$ cat src/rtl/mux4_rr_arbiter.sv
// Round-robin arbiter sharing one 4:1 mux datapath among four requesters.
// Grants are held for up to MAX_HOLD accepted transfers, with one IDLE cycle between grants.
module mux4_rr_arbiter #(
  parameter int unsigned WIDTH    = 8,
  parameter int unsigned MAX_HOLD = 4
) (
  input  logic             clk,
  input  logic             rst,
  input  logic [3:0]       req,
  input  logic [WIDTH-1:0] A,
  input  logic [WIDTH-1:0] B,
  input  logic [WIDTH-1:0] C,
  input  logic [WIDTH-1:0] D,
  output logic [3:0]       gnt,
  output logic             S1,
  output logic             S0,
  output logic             out_valid,
  input  logic             out_ready,
  output logic [WIDTH-1:0] Out
);

  typedef enum logic {
    IDLE,
    GRANT
  } state_t;

  localparam logic [3:0] CNT_LAST = 4'(MAX_HOLD - 1);

  state_t     state, state_nxt;
  logic [3:0] gnt_nxt;
  logic [1:0] sel, sel_nxt;
  logic [1:0] ptr, ptr_nxt;
  logic [3:0] cnt, cnt_nxt;
  logic       found;
  logic [1:0] winner;
  logic       xfer;
  logic       last;

  assign {S1, S0}  = sel;
  assign out_valid = (state == GRANT) && req[sel];
  assign xfer      = out_valid && out_ready;
  assign last      = (cnt == CNT_LAST);

  always_comb begin
    case (sel)
      2'd0:    Out = A;
      2'd1:    Out = B;
      2'd2:    Out = C;
      default: Out = D;
    endcase
  end

  // First set request bit, scanning upward from ptr with wrap-around.
  always_comb begin : search
    logic [1:0] idx;
    found  = 1'b0;
    winner = ptr;
    idx    = ptr;
    for (int unsigned k = 0; k < 4; k++) begin
      idx = ptr + 2'(k);
      if (!found && req[idx]) begin
        found  = 1'b1;
        winner = idx;
      end
    end
  end

  always_comb begin
    state_nxt = state;
    gnt_nxt   = gnt;
    sel_nxt   = sel;
    ptr_nxt   = ptr;
    cnt_nxt   = cnt;
    case (state)
      IDLE: begin
        if (found) begin
          state_nxt = GRANT;
          gnt_nxt   = 4'b0001 << winner;
          sel_nxt   = winner;
          cnt_nxt   = '0;
        end
      end
      GRANT: begin
        // Owner dropping req releases immediately; a stall never releases.
        if (!req[sel] || (xfer && last)) begin
          state_nxt = IDLE;
          gnt_nxt   = '0;
          ptr_nxt   = sel + 2'd1;
          cnt_nxt   = '0;
        end else if (xfer) begin
          cnt_nxt = cnt + 4'd1;
        end
      end
      default: begin
        state_nxt = IDLE;
        gnt_nxt   = '0;
        cnt_nxt   = '0;
      end
    endcase
  end

  always_ff @(posedge clk) begin
    if (rst) begin
      state <= IDLE;
      gnt   <= '0;
      sel   <= '0;
      ptr   <= '0;
      cnt   <= '0;
    end else begin
      state <= state_nxt;
      gnt   <= gnt_nxt;
      sel   <= sel_nxt;
      ptr   <= ptr_nxt;
      cnt   <= cnt_nxt;
    end
  end

endmodule

$ cat config.mk
export PLATFORM = sky130hd
export DESIGN_NAME = mux4_rr_arbiter
export DESIGN_NICKNAME = d
export VERILOG_FILES = /design/src/rtl/mux4_rr_arbiter.sv
export SDC_FILE = /design/constraint.sdc
export NUM_CORES = 1
export LEC_CHECK = 0
export CORE_MARGIN = 2
export CORE_UTILIZATION = 34
export DETAILED_ROUTE_END_ITERATION = 8
export GPL_ROUTABILITY_DRIVEN = 1
export GPL_TIMING_DRIVEN = 0
export PLACE_DENSITY = 0.85
export SETUP_SLACK_MARGIN = 0.4
export SLEW_MARGIN = 20
export SYNTH_ARGS = -nofsm -noshare
export SYNTH_HDL_FRONTEND = slang
export SYNTH_SLANG_ARGS = --single-unit
export TNS_END_PERCENT = 100
$ cat constraint.sdc
create_clock -name clk -period 1.6 [get_ports clk]
set_input_delay 0.16 -clock clk [delete_from_list [all_inputs] [get_ports clk]]
set_output_delay 0.16 -clock clk [all_outputs]
set_load 0.05 [all_outputs]
==> impl_summary.txt <==
----------------------------------------------------
[Run status]
  Outcome ... complete, but fails checks
  Failing checks ... negative setup slack

[Clock tree]
  Clock buffer depth ... 2
  H-tree levels ... 1
  Clock network latency to the later pin of the worst-skew pair ... 0.28 ns
  TritonCTS sink count ... 13
  Cell at the root of the clock tree ... sky130_fd_sc_hd__clkbuf_4
  TritonCTS clock tree ... yes
  Hold Buf Count CTS ... 0
  Clock buffers created by TritonCTS ... 3
  Clock-pin slew on the worst setup and hold paths ... 0.08 ns

[GRT]
  Overall global routing resource usage ... 20.25%
  Antenna violations before repair ... 0
  Aggregate global routing overflow ... 0
  Via count of the first global-routing pass ... 1203
  First-pass GRT wire length ... 5.402 mm
  Pin count of the biggest net entering global routing ... 11

[Drt]
  Routed vias/inst ... 5.432
  Number of vias after detailed routing ... 1195
  DRC errors left ... 0
  Average detailed-routed wire length per instance ... 15.11 µm
  Antenna viol nets, final ... 0
  Count of TritonRoute iterations in the first routing pass ... 6
  Post-Route WL ... 3.324 mm
  Number of DRC markers after the initial detailed-route iteration ... 57

[Setup path]
  Data required time at the worst endpoint ... 1.44 ns
  Largest fanout on the critical path ... 8
  Cell-by-cell trace of the critical path ... inv_4, ha_2, a222oi_1, mux2i_4, buf_6
  Critical-path top delay cell ... sky130_fd_sc_hd__a222oi_1
  Length in cells of the worst reg-to-reg path ... 7
  Type of element capturing the critical path ... output port
  Type of origin of the critical path ... register
  Critical path type ... reg2out
  Data arrival time of the worst path ... 1.75 ns
  Register-to-register setup slack ... -0.17 ns
  Max incr delay on CP ... 0.52 ns

[Yosys]
  Cells after synthesis ... 120
  Fraction of the yosys area taken by sequential cells ... 26.63%
  Mapped Avg Cell Area ... 8.143 µm²
  Mapped cell area ... 977.2 µm²
  Post-Syn Nets ... 164
  Leading register cell type out of synthesis ... sky130_fd_sc_hd__dfxtp_1
  Yosys reg bits ... 13
  Fraction of registers with async set or reset after synthesis ... 0%
  Count of warnings emitted by yosys ... 0
  Number of flops mapped to enable cells by yosys ... 0
  Count of distinct cell types in the synthesized netlist ... 33

[Cells and area]
  Number of antenna repair diodes ... 0
  Share of post-route cells with drive strength above 1 ... 40.21%
  Leading cell type in the layout, fill and taps excluded ... sky130_fd_sc_hd__clkdlybuf4s50_1
  Leading cell types in the layout, fill and taps excluded ... sky130_fd_sc_hd__clkdlybuf4s50_1, sky130_fd_sc_hd__buf_6, sky130_fd_sc_hd__inv_1, sky130_fd_sc_hd__mux2i_4, sky130_fd_sc_hd__dfxtp_1
  Post-layout utilization of the core ... 72.49%
  Number of nets in the finished design ... 234
  Layout overhead on the synthesized area ... 102.8%
  Non-Filler Cell Area, Final ... 0.001982 mm²

[Worst hold path]
  Worst Hold Path Cells ... 1
  Worst hold-check path type ... reg2reg

[Timing]
  Final hold violation count ... 0
  Top achievable clock speed ... 523.6 MHz
  Worst Skew ... 0.004300 ns
  Portion of the clock cycle consumed by the worst path in the final layout ... 119.4%
  Final setup viols ... 20
  Slew margin rel. ... 64.65%
  Worst slew pin tran ... 0.5303 ns
  Final worst-path setup slack ... -0.3100 ns
  Total count of max-transition violations in the final report ... 0
  Final critical-path required period ... 1.910 ns
  Setup repair after global routing missed its margin ... yes
  Sum of negative setup slack ... -3.075 ns

[Placed design]
  Standard cell area after detailed placement ... 0.001694 mm²
  Post-placement worst setup slack ... -0.6691 ns
  Post-DP HPWL ... 2.354 mm
  Buffers added on ports ... 53
  GP Congestion ... 0.7439

[Flow run]
  Count of maximum capacitance violations ... 0

[Pwr]
  Worst vdd rail ir drop ... 0.5665 mV
  Pwr Density ... 648.4 mW/mm²
  Final Total Pwr ... 1.285 mW
  Static Leak ... 0.7459 nW

[Floorplan]
  Height of the die ... 57.61 µm
  Cell row count ... 19
  Overall die width ... 57.61 µm
  Core area ... 0.002734 mm²
  I/O pins ... 54
  Starting Density ... 35.74%
  Die area ... 0.003319 mm²

----------------------------------------------------
-- path summary, 6_finish.rpt --
path,start,endpoint
max,sel[1],Out[2]
max reg2reg,sel[1],ptr[1]
min reg2reg,gnt[0],gnt[0]
min,gnt[0],gnt[0]
-- through the flow --
step,hold slack (ns),instances
3_3_place_gp,0.4398,204
2_1_floorplan,0.3481,120
4_1_cts,0.4789,215
5_1_grt,0.5167,220
3_5_place_dp,0.4524,204
6_report,0.4802,220
-- sequential cells by signal (all words and copies together) (netlist names) --
register  count
cnt           4
gnt           4
ptr           2
sel           2
state         1
-- power by group --
part	internal, mW	total (mW)	switching [mW]
Sequential	0.341	0.362	0.0210
Clock	0.0968	0.200	0.103
Combinational	0.345	0.722	0.377
Total	0.784	1.28	0.501
-- cell usage after synthesis, types with 2 or more instances --
library cell,number,area share (%)
sky130_fd_sc_hd__inv_1,12,4.6
sky130_fd_sc_hd__clkbuf_1,5,1.9
sky130_fd_sc_hd__a21o_1,2,1.5
sky130_fd_sc_hd__ha_1,5,6.4
sky130_fd_sc_hd__a222oi_1,8,8.2
sky130_fd_sc_hd__nor2b_1,3,1.9
sky130_fd_sc_hd__nor3_1,3,1.5
sky130_fd_sc_hd__nor2_1,10,3.8
sky130_fd_sc_hd__mux2i_1,11,11
sky130_fd_sc_hd__a21oi_1,5,2.6
sky130_fd_sc_hd__nand3b_1,4,3.1
sky130_fd_sc_hd__nand3_1,3,1.5
sky130_fd_sc_hd__o21ai_0,5,2.6
sky130_fd_sc_hd__nand2_1,10,3.8
sky130_fd_sc_hd__dfxtp_1,13,27
sky130_fd_sc_hd__a21oi_2,2,1.8
sky130_fd_sc_hd__xnor2_1,3,2.7
-- cells by family after synthesis --
family | count (synthesis) | synth area share [%]
flops | 13 | 26.63
simple gates | 41 | 21.90
compound gates | 29 | 23.43
mux | 11 | 11.27
xor+xnor | 3 | 2.689
fa+ha+maj | 5 | 6.402
buf+inv | 18 | 7.682
-- per-layer routing --
layer / GRT usage, % / wire, µm
met1: 24.20 / 1350
met2: 37.66 / 1635
met3: 2.455 / 299
met4: 5.980 / 38
met5: 0 / 0
-- final cells by class --
cell class	count	area (µm²)
Fill cell	200	752.0
Multi-Input combinational cell	89	877.1
Sequential cell	13	271.5
Inverter	12	50.05
Buffer	6	57.56
Clock buffer	4	26.28
Timing Repair Buffer	65	660.6
Tap cell	31	38.79
-- repair_timing --
action                     4_1_cts  5_1_grt
gates resized for setup        118       19
setup endpoints to repair       28       24
pin swaps                       16       13
setup buffers                    7        5
hold endpoints to repair         0        0
-- worst max-delay path: cells and delay by family, from the launching register on --
| kind | cells | cell delay [ns] |
|---|---|---|
| AO/OA/AOI/OAI | 1 | 0.52 |
| flip-flops | 1 | 0.38 |
| adder cells (fa/ha/maj) | 1 | 0.23 |
| buffers and inverters | 2 | 0.22 |
| multiplexers | 1 | 0.12 |
(Power assumes the default switching activity.)
